--- src/rtl/mem_port_ctrl.sv ---
// Single-request memory responder: word/half/byte loads and stores on a little-endian byte space, RMW for sub-word stores.
// States: IDLE wait req | CHECK alignment test | RD_WAIT RAM read | MERGE patch sub-word | WR write word | DONE ack pulse
module mem_port_ctrl #(
    parameter int MEM_LAT = 1
) (
    input  logic        i_clk,
    input  logic        i_reset,
    input  logic        i_req,
    input  logic        i_we,
    input  logic [1:0]  i_size,
    input  logic [31:0] i_addr,
    input  logic [31:0] i_wdata,
    output logic        o_ack,
    output logic [31:0] o_rdata,
    output logic        o_addr_err,
    output logic        o_busy,
    output logic [31:0] o_mem_addr,
    output logic        o_mem_wr,
    output logic [31:0] o_mem_wdata,
    input  logic [31:0] i_mem_rdata
);

    typedef enum logic [2:0] {
        S_IDLE, S_CHECK, S_RD_WAIT, S_MERGE, S_WR, S_DONE
    } state_t;

    localparam logic [2:0] LAT = 3'(MEM_LAT);

    state_t      r_state, w_next;
    logic        r_we;
    logic [1:0]  r_size;
    logic [31:0] r_addr;
    logic [31:0] r_wdata;
    logic        r_err;
    logic [2:0]  r_cnt;
    logic [31:0] r_word;
    logic [31:0] r_rdata;

    logic        w_misaligned;
    logic        w_word_store;
    logic        w_cnt_zero;
    logic [31:0] w_load_val;
    logic [31:0] w_merged;

    assign w_misaligned = ((r_size == 2'b01) && r_addr[0]) ||
                          (r_size[1] && (r_addr[1:0] != 2'b00));
    assign w_word_store = r_we && r_size[1];
    assign w_cnt_zero   = (r_cnt == 3'd0);

    always_comb begin
        w_next = r_state;
        case (r_state)
            S_IDLE:    if (i_req) w_next = S_CHECK;
            S_CHECK: begin
                if (w_misaligned)      w_next = S_DONE;
                else if (w_word_store) w_next = S_WR;
                else                   w_next = S_RD_WAIT;
            end
            S_RD_WAIT: if (w_cnt_zero) w_next = r_we ? S_MERGE : S_DONE;
            S_MERGE:   w_next = S_WR;
            S_WR:      w_next = S_DONE;
            S_DONE:    w_next = S_IDLE;
            default:   w_next = S_IDLE;
        endcase
    end

    // Load extraction: size 11 behaves as a word.
    always_comb begin
        w_load_val = i_mem_rdata;
        case (r_size)
            2'b00:   w_load_val = {24'b0, i_mem_rdata[{r_addr[1:0], 3'b000} +: 8]};
            2'b01:   w_load_val = {16'b0, i_mem_rdata[{r_addr[1], 4'b0000} +: 16]};
            default: w_load_val = i_mem_rdata;
        endcase
    end

    always_comb begin
        w_merged = r_word;
        if (r_size == 2'b00)
            w_merged[{r_addr[1:0], 3'b000} +: 8] = r_wdata[7:0];
        else if (r_size == 2'b01)
            w_merged[{r_addr[1], 4'b0000} +: 16] = r_wdata[15:0];
    end

    always_ff @(posedge i_clk) begin
        if (i_reset) begin
            r_state <= S_IDLE;
            r_we    <= 1'b0;
            r_size  <= 2'b00;
            r_addr  <= 32'b0;
            r_wdata <= 32'b0;
            r_err   <= 1'b0;
            r_cnt   <= 3'd0;
            r_word  <= 32'b0;
            r_rdata <= 32'b0;
        end else begin
            r_state <= w_next;
            case (r_state)
                S_IDLE: begin
                    if (i_req) begin
                        r_we    <= i_we;
                        r_size  <= i_size;
                        r_addr  <= i_addr;
                        r_wdata <= i_wdata;
                    end
                end
                S_CHECK: begin
                    r_err <= w_misaligned;
                    r_cnt <= LAT;
                    if (w_word_store) r_word <= r_wdata;
                end
                S_RD_WAIT: begin
                    if (w_cnt_zero) begin
                        r_word <= i_mem_rdata;
                        if (!r_we) r_rdata <= w_load_val;
                    end else begin
                        r_cnt <= r_cnt - 3'd1;
                    end
                end
                S_MERGE: r_word <= w_merged;
                default: ;
            endcase
        end
    end

    assign o_ack       = (r_state == S_DONE);
    assign o_addr_err  = (r_state == S_DONE) && r_err;
    assign o_busy      = (r_state != S_IDLE);
    assign o_mem_wr    = (r_state == S_WR);
    assign o_mem_addr  = {r_addr[31:2], 2'b00};
    assign o_mem_wdata = r_word;
    assign o_rdata     = r_rdata;

endmodule
--- config.mk ---
export PLATFORM = sky130hd
export DESIGN_NAME = mem_port_ctrl
export DESIGN_NICKNAME = d
export VERILOG_FILES = /design/src/rtl/mem_port_ctrl.sv
export SDC_FILE = /design/constraint.sdc
export NUM_CORES = 1
export LEC_CHECK = 0
export BUFFER_PORTS_ARGS = -buffer_cell sky130_fd_sc_hd__buf_4
export CAP_MARGIN = 40
export CORE_MARGIN = 1
export CORE_UTILIZATION = 35
export DETAILED_ROUTE_END_ITERATION = 10
export PLACE_DENSITY = 0.6
export SLEW_MARGIN = 20
export SYNTH_ARGS = -nofsm -noshare
export SYNTH_HDL_FRONTEND = slang
export SYNTH_SLANG_ARGS = --single-unit
--- constraint.sdc ---
create_clock -name i_clk -period 5.8 [get_ports i_clk]
set_input_delay 0 -clock i_clk [delete_from_list [all_inputs] [get_ports i_clk]]
set_output_delay 0 -clock i_clk [all_outputs]
set_load 0.01 [all_outputs]
Word level (Yosys, flattened, before mapping):

Cells that the tools add are included.

* register bits after elaboration: 138
* output and inout port bits: 100
* word-level logic and storage cells: 63

* add/sub/neg operators: 3
* equal/unequal tests: 11
* shifts and indexed selects: 6
* muxes and demuxes: 16
* bitwise operators: 1
* reductions and logical operators: 17

Operators with widths (count)
* $mux W32: 4
* $pmux W32 S3: 1
* $bwmux W32: 2
* $pmux W32 S2: 1
* $shift A16 B7 Y32 const A: 1
* $shift A8 B7 Y32 const A: 1
* $shiftx A16 B7 Y32: 1
* $shiftx A32 B6 Y16: 1
* $shiftx A32 B6 Y8: 1
* $shiftx A8 B7 Y32: 1
* $mux W3: 6
* $pmux W3 S5: 1
* $neg A5 Y7: 2
* $ne A2 B2 Y1 const B: 4
* $eq A3 B2 Y1 const B: 2
* $eq A3 B3 Y1 const B: 2
* $logic_not A3 Y1: 2
* $pmux W3 S2: 1
* $reduce_and A2 Y1: 3
* $reduce_bool A3 Y1: 2
* $logic_and A1 B1 Y1: 4
* $reduce_and A4 Y1: 1
* $reduce_bool A2 Y1: 2
* $eq A3 B1 Y1 const B: 1
* 7 further kinds: 7

Longest topological paths before layout:

Gate-level depths: netlist of the first run.

* depth in word-level cells: 6
* mapped depth: 9
* depth with buffers taken out: 6

Worst setup path before layout of the first run:

OpenSTA, ideal clock, no wires.

* kind: register -> register
* start: register r_addr[1]
* end: register r_word[0] (netlist: o_mem_wdata[0])
* library setup time: 0.091 ns
* data arrival time: 2.161 ns
* path slack: 3.548 ns
* stages on the path, launching flop included: 9
* path through: dfxtp_1 > buf_2 > inv_1 > clkbuf_1 > ha_1 > nor3b_2 > a221oi_1 > a211o_1 > a311oi_1

* longest elaborated chain between the ends: 6
* elaborated cells on any way between the ends: 11
* classes of those cells: add/sub: 2; shift: 4; mux: 5

RTL lines
* start, declared: RTL line 32 `logic [31:0] r_addr;`
* start signal, assigned: RTL line 103 `r_addr <= i_addr;`
* $neg A5 Y7: RTL line 82 `w_merged[{r_addr[1], 4'b0000} +: 16] = r_wdata[15:0];`
* $shiftx A16 B7 Y32 / $shift A16 B7 Y32 (equally long branches): RTL line 82
* $bwmux W32: RTL line 82
* $mux W32: RTL line 81 `else if (r_size == 2'b01)`
* $mux W32 *: RTL line 79 `if (r_size == 2'b00)`
* $pmux W32 S3 *: RTL line 98 `case (r_state)`
* end signal, assigned: RTL line 110 `if (w_word_store) r_word <= r_wdata;`
* end signal, assigned: RTL line 114 `r_word <= i_mem_rdata;`
* end signal, assigned: RTL line 120 `S_MERGE: r_word <= w_merged;`
* end, declared: RTL line 36 `logic [31:0] r_word;`

Mark *: on every way between the ends. The rest lies on a longest branch, timed or not. The select of a mux whose other input is x is not followed.
A chain may end at the register's enable or synchronous reset.

Worst setup path after layout of the first run:

* start: register r_addr[0]
* end: register r_word[2] (netlist: o_mem_wdata[2])

* longest elaborated chain between the ends: 5
* elaborated cells on any way between the ends: 6
* classes of those cells: add/sub: 1; shift: 2; mux: 3

RTL lines
* $neg A5 Y7 *: RTL line 80 `w_merged[{r_addr[1:0], 3'b000} +: 8] = r_wdata[7:0];`
* $shiftx A8 B7 Y32 / $shift A8 B7 Y32 (equally long branches): RTL line 80
* $bwmux W32 *: RTL line 80
* $mux W32 *: RTL line 79
* $pmux W32 S3 *: RTL line 98

Mark *: on every way between the ends. The rest lies on a longest branch, timed or not.

==> key figures, run 1 <==
Setup path
  • Critical R2R Capture: o_mem_wdata[2]
  • Crit path from: r_addr[0]
  • Setup crit end: o_mem_wdata[2]
  • Worst R2R Start: r_addr[0]
  • CP startpoint kind: register
  • Cells on worst reg2reg path: 6
  • Register-to-register path setup slack: 3.28 ns
  • Setup CP Type: reg2reg
  • Max FO, Critical Path: 11
  • Nature of the critical path endpoint: register
  • WP data arrival: 2.85 ns
  • CP Data Required Time: 6.13 ns

Timing
  • Max Freq: 0.397 GHz
  • RSZ-0062 raised after global routing: no
  • Max Slew Vio Count: 0
  • Hold WS: 0.106 ns
  • Worst slew margin: 0.444
  • TNS Setup: 0 ns
  • Crit path time final: 2.52 ns
  • Final Cycle Share: 0.435
  • Slew @ Worst Pin: 0.833 ns
  • Fin. Hold Viols: 0
  • Final clock skew: 0.0112 ns
  • Final setup fails: 0

Yosys
  • Synth area leader: dfxtp_1
  • Compound-Gate Fraction of Synth Area: 0.265
  • Synthesized area: 0.00731 mm2
  • Syn avg cell area: 7.74 um2
  • XOR/XNOR Fraction of Synth Area: 0.00120
  • Main synth FF type: dfxtp_1
  • EDFF count, synth: 0
  • Top cell type's share of synthesized area: 0.378
  • Main area contributors after synthesis: dfxtp_1, a21oi_1, nand2_1
  • Largest family of logic cells by synthesized area: compound AO/OA/AOI/OAI gates
  • Yosys reg bits: 138
  • Synth Area in Adders: 0.0120
  • Sequential share of the synthesized area: 0.378
  • Post-Synth Simple-Gate Area: 0.178
  • Multiplexer area fraction after synthesis: 0.0590
  • Synth Warn #: 0
  • Number of distinct library cells after synthesis: 47
  • Post-Syn Instances: 945
  • Asr flop ratio synth: 0

Floorplanning
  • Die Width: 147 um
  • Full die area: 0.0215 mm2
  • Ports: 202
  • Die Ht: 147 um
  • Core area: 0.0204 mm2
  • Starting Density: 0.359
  • Row Count: 52

Final layout
  • Nets: 1,267
  • # fillers: 1,976
  • Non-filler instance count after layout: 1,441
  • Area growth syn-to-layout: 40.2%
  • Ant. Diodes: 0
  • Share of post-route cells with drive strength above 1: 0.217

Clock network
  • CTS Buffer Depth: 2
  • CTS tree: yes
  • Clock Tree Root: clkbuf_16
  • Postcts setup bufs: 0
  • Clock Sinks: 138
  • Clk pin slew, worst setup/hold paths: 0.07 ns
  • H-tree levels: 4
  • Clk_lat worst skew: 0.43 ns
  • Total CTS buffers: 17

Pwr
  • PnR Total Power: 3130 uW
  • Pwr Density: 305 mW/mm2
  • P_leak: 0.00403 uW
  • Peak supply drop: 177 uV

Global routing
  • Gr ovfl total: 0
  • Largest net degree at the start of global routing: 69
  • First-pass GRT wire length: 39,400 um
  • Initial antenna violation count: 0
  • Total track usage: 0.234
  • Vias in the first global route: 7,155

Run
  • Max-cap violations: 0

Routing
  • Routed WL: 25,400 um
  • DRC: 0
  • Initial detailed-routing violation count: 638
  • Antenna Nets Post-Route: 0
  • Via count: 7,529
  • First-pass DRT Iterations: 6
  • Vias per inst: 5.22
  • DR WL/cell: 17.7 um

Hold path
  • Worst hold path type: in2reg

Place
  • PortBufs: 199
  • DP Wirelength: 16,700 um
  • Placed Cells: 1,309
  • GP Congestion: 0.825

Run status
  • Outcome: finished, final reports clean
[layer usage]
metal	track usage	routed length (um)
met5	0	0
met4	0.0688	448
met3	0.0491	1390
met2	0.385	12200
met1	0.306	11500
[state kept, by name (all words and copies together), names as in the netlist]
register and flops:
r_err 1, r_cnt 3, r_wdata 32, r_state 3, o_mem_wdata 32, r_addr 32, o_rdata 32, r_size 2
r_we 1
[timing repair]
action,CTS,global route
endpoints found under the hold margin,100,0
gates resized for setup,0,0
hold buffers,100,0
[through the flow]
step | util | setup slack [ns] | instance area [um2]
floorplan | - | 3.55 | 7320
detailed placement | 0.425 | 3.34 | 8650
global placement | 0.425 | 3.40 | 8650
finish | 0.503 | 3.28 | 10300
global route | 0.503 | 3.06 | 10300
CTS | 0.503 | 3.32 | 10300
[report_power, final]
part / internal [uW] / switching, uW / leakage (uW)
Sequential: 1050 / 113 / 0.00113
Combinational: 366 / 470 / 0.00261
Clock: 681 / 445 / 0.000288
[placed cells by master, fill, tap and decap left out, types with 31 or more instances in the layout]
cell             n
o21ai_0         32
nor2_1          32
inv_1           46
nor3b_1         31
buf_4          211
dlygate4sd3_1  100
dfxtp_1        137
nand2_1        154
a21oi_1        145
mux2i_1         42
[cell type report]
type	count	area (um2)	share of cell area
repair buffers	311	2580	0.252
inverters	46	173	0.0168
clock inverters	13	168	0.0164
flip-flops and latches	138	2760	0.270
clock buffers	19	433	0.0422
multi-input cells	644	3790	0.370
well taps	270	338	0.0330
[synth_stat cells (3+ instances only)]
master	instances
a31oi_1	25
nand2_1	155
and3_1	5
a21oi_1	145
o21ai_1	15
inv_1	46
a311oi_1	8
a211o_1	8
a221oi_1	10
ha_1	7
o21ai_0	32
a221oi_2	6
nand3_1	16
mux2i_1	42
nand4bb_1	3
nand2b_1	5
a22o_1	8
nor2b_1	3
and2_1	3
o21bai_1	16
a32oi_1	4
o211ai_1	4
o22ai_1	24
nor3_1	11
dfxtp_1	138
nor2_1	32
clkbuf_1	54
nand3b_1	3
nor3b_1	31
buf_4	36
nand4b_1	3
buf_1	6
a211oi_1	6
buf_2	22
[kinds of logic after synthesis]
kind of cell | count (synthesis)
compound gates | 316
simple gates | 275
buf+inv | 164
flops | 138
mux | 43
fa+ha+maj | 7
other cells | 1
xor+xnor | 1
[critical path, cell delays in order, from the launching register on]
cell,delay (ns)
dfxtp_1,0.59
inv_1,0.16
ha_1,0.39
nor3b_2,0.56
a221oi_1,0.19
a211o_1,0.31
a311oi_1,0.24
[worst min-delay path by stage]
stage / start / to / slack, ns / depth (start not counted)
floorplan: i_wdata[16] / r_wdata[16] / 0.14 / 2
global placement: i_addr[29] / r_addr[29] / 0.25 / 3
detailed placement: i_wdata[26] / r_wdata[26] / 0.25 / 3
CTS: i_reset / r_wdata[26] / 0.09 / 2
global route: i_reset / r_wdata[7] / 0.14 / 2
finish: i_reset / r_wdata[10] / 0.11 / 2
No activity file was read; power rests on OpenSTA's default activity.
==> run 2, diff against run 1 <==
==> constraint.sdc (replaced) <==
create_clock -name i_clk -period 2.5 [get_ports i_clk]
set_input_delay 0 -clock i_clk [delete_from_list [all_inputs] [get_ports i_clk]]
set_output_delay 0 -clock i_clk [all_outputs]
set_load 0.01 [all_outputs]
==> run 2 against run 1 <==
Compared with the run above:
- global-route usage up 0.68 points
- count of clock-buffer cells in the layout down 1
- sequential power up 130%
- setup slack worse by 3.1 ns
- hold slack better by 0.046 ns
- highest routed layer unchanged
==> key figures, run 2 (synthesis results as in run 1) <==
Setup path
  • Register-to-register path setup slack: 0.16 ns (-3.12 ns)
  • WP data arrival: 2.71 ns (-0.14 ns)
  • Nature of the critical path endpoint: register
  • CP startpoint kind: register
  • CP Data Required Time: 2.87 ns (-3.26 ns)
  • Setup CP Type: reg2reg
  • Max FO, Critical Path: 24 (+13)

Timing
  • Crit path time final: 2.34 ns (-0.185 ns)
  • Final setup fails: 0 (unchanged)
  • Hold WS: 0.153 ns (+0.0464 ns)
  • Worst slew margin: 0.462 (+0.0181)
  • RSZ-0062 raised after global routing: no
  • Final Cycle Share: 0.934 (+0.500)
  • Final clock skew: 0.00635 ns (-0.00481 ns)
  • Slew @ Worst Pin: 0.806 ns (-0.0272 ns)
  • Max Slew Vio Count: 0 (unchanged)
  • Fin. Hold Viols: 0 (unchanged)
  • Max Freq: 0.428 GHz (+7.9%)
  • TNS Setup: 0 ns (unchanged)

Final layout
  • Nets: 1,296 (+2.3%)
  • # fillers: 1,952 (-1.2%)
  • Share of post-route cells with drive strength above 1: 0.226 (+0.00911)
  • Ant. Diodes: 0 (unchanged)
  • Area growth syn-to-layout: 43.8%
  • Most frequent cells in the layout: buf_4, nand2_1, a21oi_1, dfxtp_1, dlygate4sd3_1
  • Commonest non-fill, non-tap cell in the layout: buf_4
  • Non-filler instance count after layout: 1,469 (+1.9%)

Place
  • PortBufs: 199 (unchanged)
  • DP Wirelength: 17,300 um (+3.8%)
  • GP Congestion: 0.866 (+5.0%)
  • Placed Cells: 1,325 (+1.2%)

Routing
  • Routed WL: 25,800 um (+1.5%)
  • DR WL/cell: 17.6 um (-0.47%)
  • First-pass DRT Iterations: 5 (-1)
  • DRC: 0 (unchanged)
  • Vias per inst: 5.20 (-0.47%)
  • Initial detailed-routing violation count: 552 (-13%)
  • Via count: 7,639 (+1.5%)
  • Antenna Nets Post-Route: 0 (unchanged)

Floorplanning
  • Die Width: 147 um (unchanged)
  • Ports: 202 (unchanged)
  • Row Count: 52 (unchanged)
  • Full die area: 0.0215 mm2 (unchanged)
  • Starting Density: 0.359 (unchanged)
  • Die Ht: 147 um (unchanged)
  • Core area: 0.0204 mm2 (unchanged)

Clock network
  • H-tree levels: 4 (unchanged)
  • Clk pin slew, worst setup/hold paths: 0.06 ns (about the same)
  • CTS Buffer Depth: 2 (unchanged)
  • Clock Sinks: 138 (unchanged)
  • Total CTS buffers: 17 (unchanged)
  • Clk_lat worst skew: 0.43 ns (about the same)
  • Clock Tree Root: clkbuf_16
  • CTS tree: yes

Run
  • Max-cap violations: 0 (unchanged)

Pwr
  • P_leak: 0.00419 uW (+4.0%)
  • PnR Total Power: 7250 uW (+130%)
  • Peak supply drop: 462 uV (+160%)
  • Pwr Density: 689 mW/mm2 (+130%)

Hold path
  • Worst hold path type: in2reg

Run status
  • Outcome: finished, final reports clean

Global routing
  • Gr ovfl total: 0 (unchanged)
  • Vias in the first global route: 7,405 (+3.5%)
  • Largest net degree at the start of global routing: 74 (+7.2%)
  • First-pass GRT wire length: 40,500 um (+2.8%)
  • Initial antenna violation count: 0 (unchanged)
  • Total track usage: 0.240 (+0.00679)
[run 2: cell count changes in the layout (fill, tap and decap cells not counted), sizes merged]
cell and change:
buf +16, dlygate4sd3 +13, bufinv -1, clkbuf -1, clkinvlp +1
[run 2: worst max-delay path, cell delays in order (launching register included)]
cell and delay [ns]:
dfxtp_1 0.40, buf_4 0.20, nor3_1 0.37, and2_2 0.25, buf_4 0.27, nand2_1 0.09
a21oi_1 0.14, dlygate4sd3_1 0.57
[run 2: final cells by class]
| type | instances | area, um2 | share of cell area |
|---|---|---|---|
| multi-input cells | 644 | 3790 | 0.361 |
| repair buffers | 340 | 2870 | 0.273 |
| flip-flops and latches | 138 | 2770 | 0.263 |
| clock buffers | 18 | 429 | 0.0408 |
| well taps | 270 | 338 | 0.0321 |
| inverters | 46 | 173 | 0.0164 |
| clock inverters | 13 | 145 | 0.0138 |
[run 2: worst paths after layout]
kind                from          end  cells past startpoint
max           r_state[1]   r_addr[26]                      7
max reg2reg   r_state[1]   r_addr[26]                      7
min reg2reg  o_rdata[22]  o_rdata[22]                      2
min              i_reset  r_wdata[18]                      3
[run 2: routing by layer]
metal | global-route usage | routed length [um] | vias up
li1 | - | - | 3780
met4 | 0.0797 | 582 | 0
met2 | 0.394 | 12400 | 229
met5 | 0 | 0 | -
met1 | 0.312 | 11400 | 3591
met3 | 0.0528 | 1430 | 39
[run 2: power breakdown]
group	total, uW	internal, uW	switching [uW]
logic	2050	925	1120
registers	2690	2440	252
clock network	2510	1470	1040
total	7250	4840	2410
[run 2: stage by stage]
| step | utilization | cell area [um2] | worst slack [ns] |
|---|---|---|---|
| 2_1_floorplan | - | 7320 | 0.248 |
| 3_3_place_gp | 0.432 | 8810 | 0.432 |
| 6_report | 0.516 | 10500 | 0.164 |
| 4_1_cts | 0.516 | 10500 | 0.181 |
| 3_5_place_dp | 0.432 | 8810 | 0.403 |
| 5_1_grt | 0.516 | 10500 | 0.0344 |
[run 2: repair_timing]
action,4_1_cts,5_1_grt
buffers inserted,0,0
hold buffers,113,0
gates resized for setup,0,1
endpoints found under the hold margin,100,0
setup endpoints to repair,0,11
==> run 3, diff against run 2 <==
--- a/config.mk
+++ b/config.mk
@@ -8,9 +8,10 @@
 export BUFFER_PORTS_ARGS = -buffer_cell sky130_fd_sc_hd__buf_4
 export CAP_MARGIN = 40
 export CORE_MARGIN = 1
-export CORE_UTILIZATION = 35
+export CORE_UTILIZATION = 45
 export DETAILED_ROUTE_END_ITERATION = 10
-export PLACE_DENSITY = 0.6
+export PLACE_DENSITY = 0.73
+export SETUP_SLACK_MARGIN = 0.5
 export SLEW_MARGIN = 20
 export SYNTH_ARGS = -nofsm -noshare
 export SYNTH_HDL_FRONTEND = slang
==> run 3 against run 2 <==
Compared with the run above:
- hold slack worse by 0.081 ns
- combinational power about the same
- total power down 0.59%
- global-route usage up 5.0 points
- flip-flop and latch count unchanged
- critical endpoint is now o_rdata[11]
- non-clock buffer count down 11
- maximum frequency up 22%
- register-to-register slack better by 0.42 ns
- clock power down 2%
==> key figures, run 3 (synthesis results as in run 1) <==
Routing
  • Routed WL: 24,900 um (-3.4%)
  • Initial detailed-routing violation count: 780 (+41%)
  • DRC: 0 (unchanged)
  • Vias per inst: 5.61 (+7.9%)
  • Antenna Nets Post-Route: 0 (unchanged)
  • DR WL/cell: 17.8 um (+1.0%)
  • First-pass DRT Iterations: 6 (+1)
  • Via count: 7,883 (+3.2%)

Timing
  • Final setup fails: 0 (unchanged)
  • RSZ-0062 raised after global routing: no
  • Worst slew margin: 0.602 (+0.140)
  • Slew @ Worst Pin: 0.597 ns (-0.209 ns)
  • Fin. Hold Viols: 0 (unchanged)
  • Hold WS: 0.0718 ns (-0.0811 ns)
  • Final Cycle Share: 0.768 (-0.167)
  • Crit path time final: 1.92 ns (-0.417 ns)
  • TNS Setup: 0 ns (unchanged)
  • Final clock skew: 0.00532 ns (-0.00103 ns)
  • Max Freq: 0.521 GHz (+22%)
  • Max Slew Vio Count: 0 (unchanged)

Setup path
  • CP startpoint kind: register
  • CP max stage cell: or4_1
  • Cells along the critical path: nand2b_2 > or4_1 > buf_6 > a221oi_2 > nor3_1
  • CP Buf/Inv Count: 1 (-2)
  • Max FO, Critical Path: 32 (+33%)
  • Critical Path Max Stage Delay: 0.54 ns (-0.03 ns)
  • WP data arrival: 2.22 ns (-0.49 ns)
  • Cells on worst reg2reg path: 5 (-2)
  • Nature of the critical path endpoint: register
  • Setup CP Type: reg2reg
  • CP Data Required Time: 2.80 ns (-0.07 ns)
  • Top delay family on crit path: simple AND/OR/NAND/NOR gates
  • Cell count along the critical path: 5 (-2)

Global routing
  • Gr ovfl total: 0 (unchanged)
  • Initial antenna violation count: 0 (unchanged)
  • Vias in the first global route: 7,076 (-4.4%)
  • First-pass GRT wire length: 37,400 um (-7.7%)
  • Total track usage: 0.291 (+0.0504)
  • Largest net degree at the start of global routing: 76 (+2.7%)

Clock network
  • H-tree levels: 4 (unchanged)
  • Total CTS buffers: 17 (unchanged)
  • Clock Tree Root: clkbuf_16
  • Clk_lat worst skew: 0.43 ns (about the same)
  • CTS tree: yes
  • CTS Buffer Depth: 2 (unchanged)
  • Clock Sinks: 138 (unchanged)
  • Clk pin slew, worst setup/hold paths: 0.06 ns (about the same)

Place
  • DP Wirelength: 15,900 um (-8.1%)
  • PortBufs: 199 (unchanged)
  • GP Congestion: 0.848 (-2.0%)
  • Placed Cells: 1,267 (-4.4%)

Pwr
  • P_leak: 0.00413 uW (-1.4%)
  • Pwr Density: 694 mW/mm2 (+0.65%)
  • Peak supply drop: 539 uV (+17%)
  • PnR Total Power: 7210 uW (-0.59%)

Final layout
  • Non-filler instance count after layout: 1,405 (-4.4%)
  • Post-layout util: 0.654 (+0.137)
  • Most frequent cells in the layout: buf_4, nand2_1, a21oi_1, dfxtp_1, dlygate4sd3_1
  • Nets: 1,285 (-0.85%)
  • Area growth syn-to-layout: 42.0%
  • Share of post-route cells with drive strength above 1: 0.235 (+0.00863)
  • Ant. Diodes: 0 (unchanged)
  • Commonest non-fill, non-tap cell in the layout: buf_4

Run status
  • Outcome: finished, final reports clean

Hold path
  • Hold Path Stages: 2 (-1)
  • Worst hold path type: in2reg

Floorplanning
  • Ports: 202 (unchanged)
  • Starting Density: 0.460 (+0.101)
  • Die Width: 129 um (-12%)
  • Full die area: 0.0168 mm2 (-22%)
  • Row Count: 46 (-12%)
  • Die Ht: 129 um (-12%)
  • Core area: 0.0159 mm2 (-22%)

Run
  • Max-cap violations: 0 (unchanged)
## run 3: area by class of cell
type,count,area [um2]
fillers,1308,5500
multi-input cells,644,3820
repair buffers,329,2780
flip-flops and latches,138,2770
clock buffers,20,457
well taps,216,270
inverters,46,173
clock inverters,12,118
## run 3: metrics by stage
step	worst slack (ns)	cell area (um2)
6_report	0.581	10400
5_1_grt	0.502	10400
4_1_cts	0.516	10300
3_5_place_dp	0.455	8740
3_3_place_gp	0.535	8740
2_1_floorplan	0.526	7340
## run 3: metal layers
metal | up-vias | part of all wire | track usage
li1 | 3751 | - | -
met1 | 3703 | 0.42 | 0.378
met2 | 368 | 0.48 | 0.477
met3 | 61 | 0.068 | 0.0462
met4 | 0 | 0.031 | 0.129
met5 | - | 0 | 0
## run 3: power by group
group	total [uW]	leakage, uW	internal (uW)	switching (uW)
Sequential	2690	0.00113	2440	247
Clock	2450	0.000269	1430	1020
Combinational	2060	0.00273	938	1130
## run 3: worst paths after layout
| kind | start | endpoint | slack [ns] |
|---|---|---|---|
| max reg2reg | r_state[1] | o_rdata[11] | 0.58 |
| min reg2reg | r_addr[3] | r_addr[3] | 0.45 |
| min | i_reset | r_wdata[23] | 0.07 |
| max | r_state[1] | o_rdata[11] | 0.58 |
## run 3: worst register-to-register path: stages (launching register included)
cell	delay, ns
dfxtp_1	0.43
nand2b_2	0.24
or4_1	0.54
buf_6	0.22
a221oi_2	0.28
nor3_1	0.08
## run 3: what timing repair did
item | CTS | global route
setup buffers | 0 | 6
pin swaps | 1 | 3
setup endpoints to repair | 49 | 39
hold buffers | 100 | 0
resized for setup | 2 | 6
endpoints found under the hold margin | 100 | 0
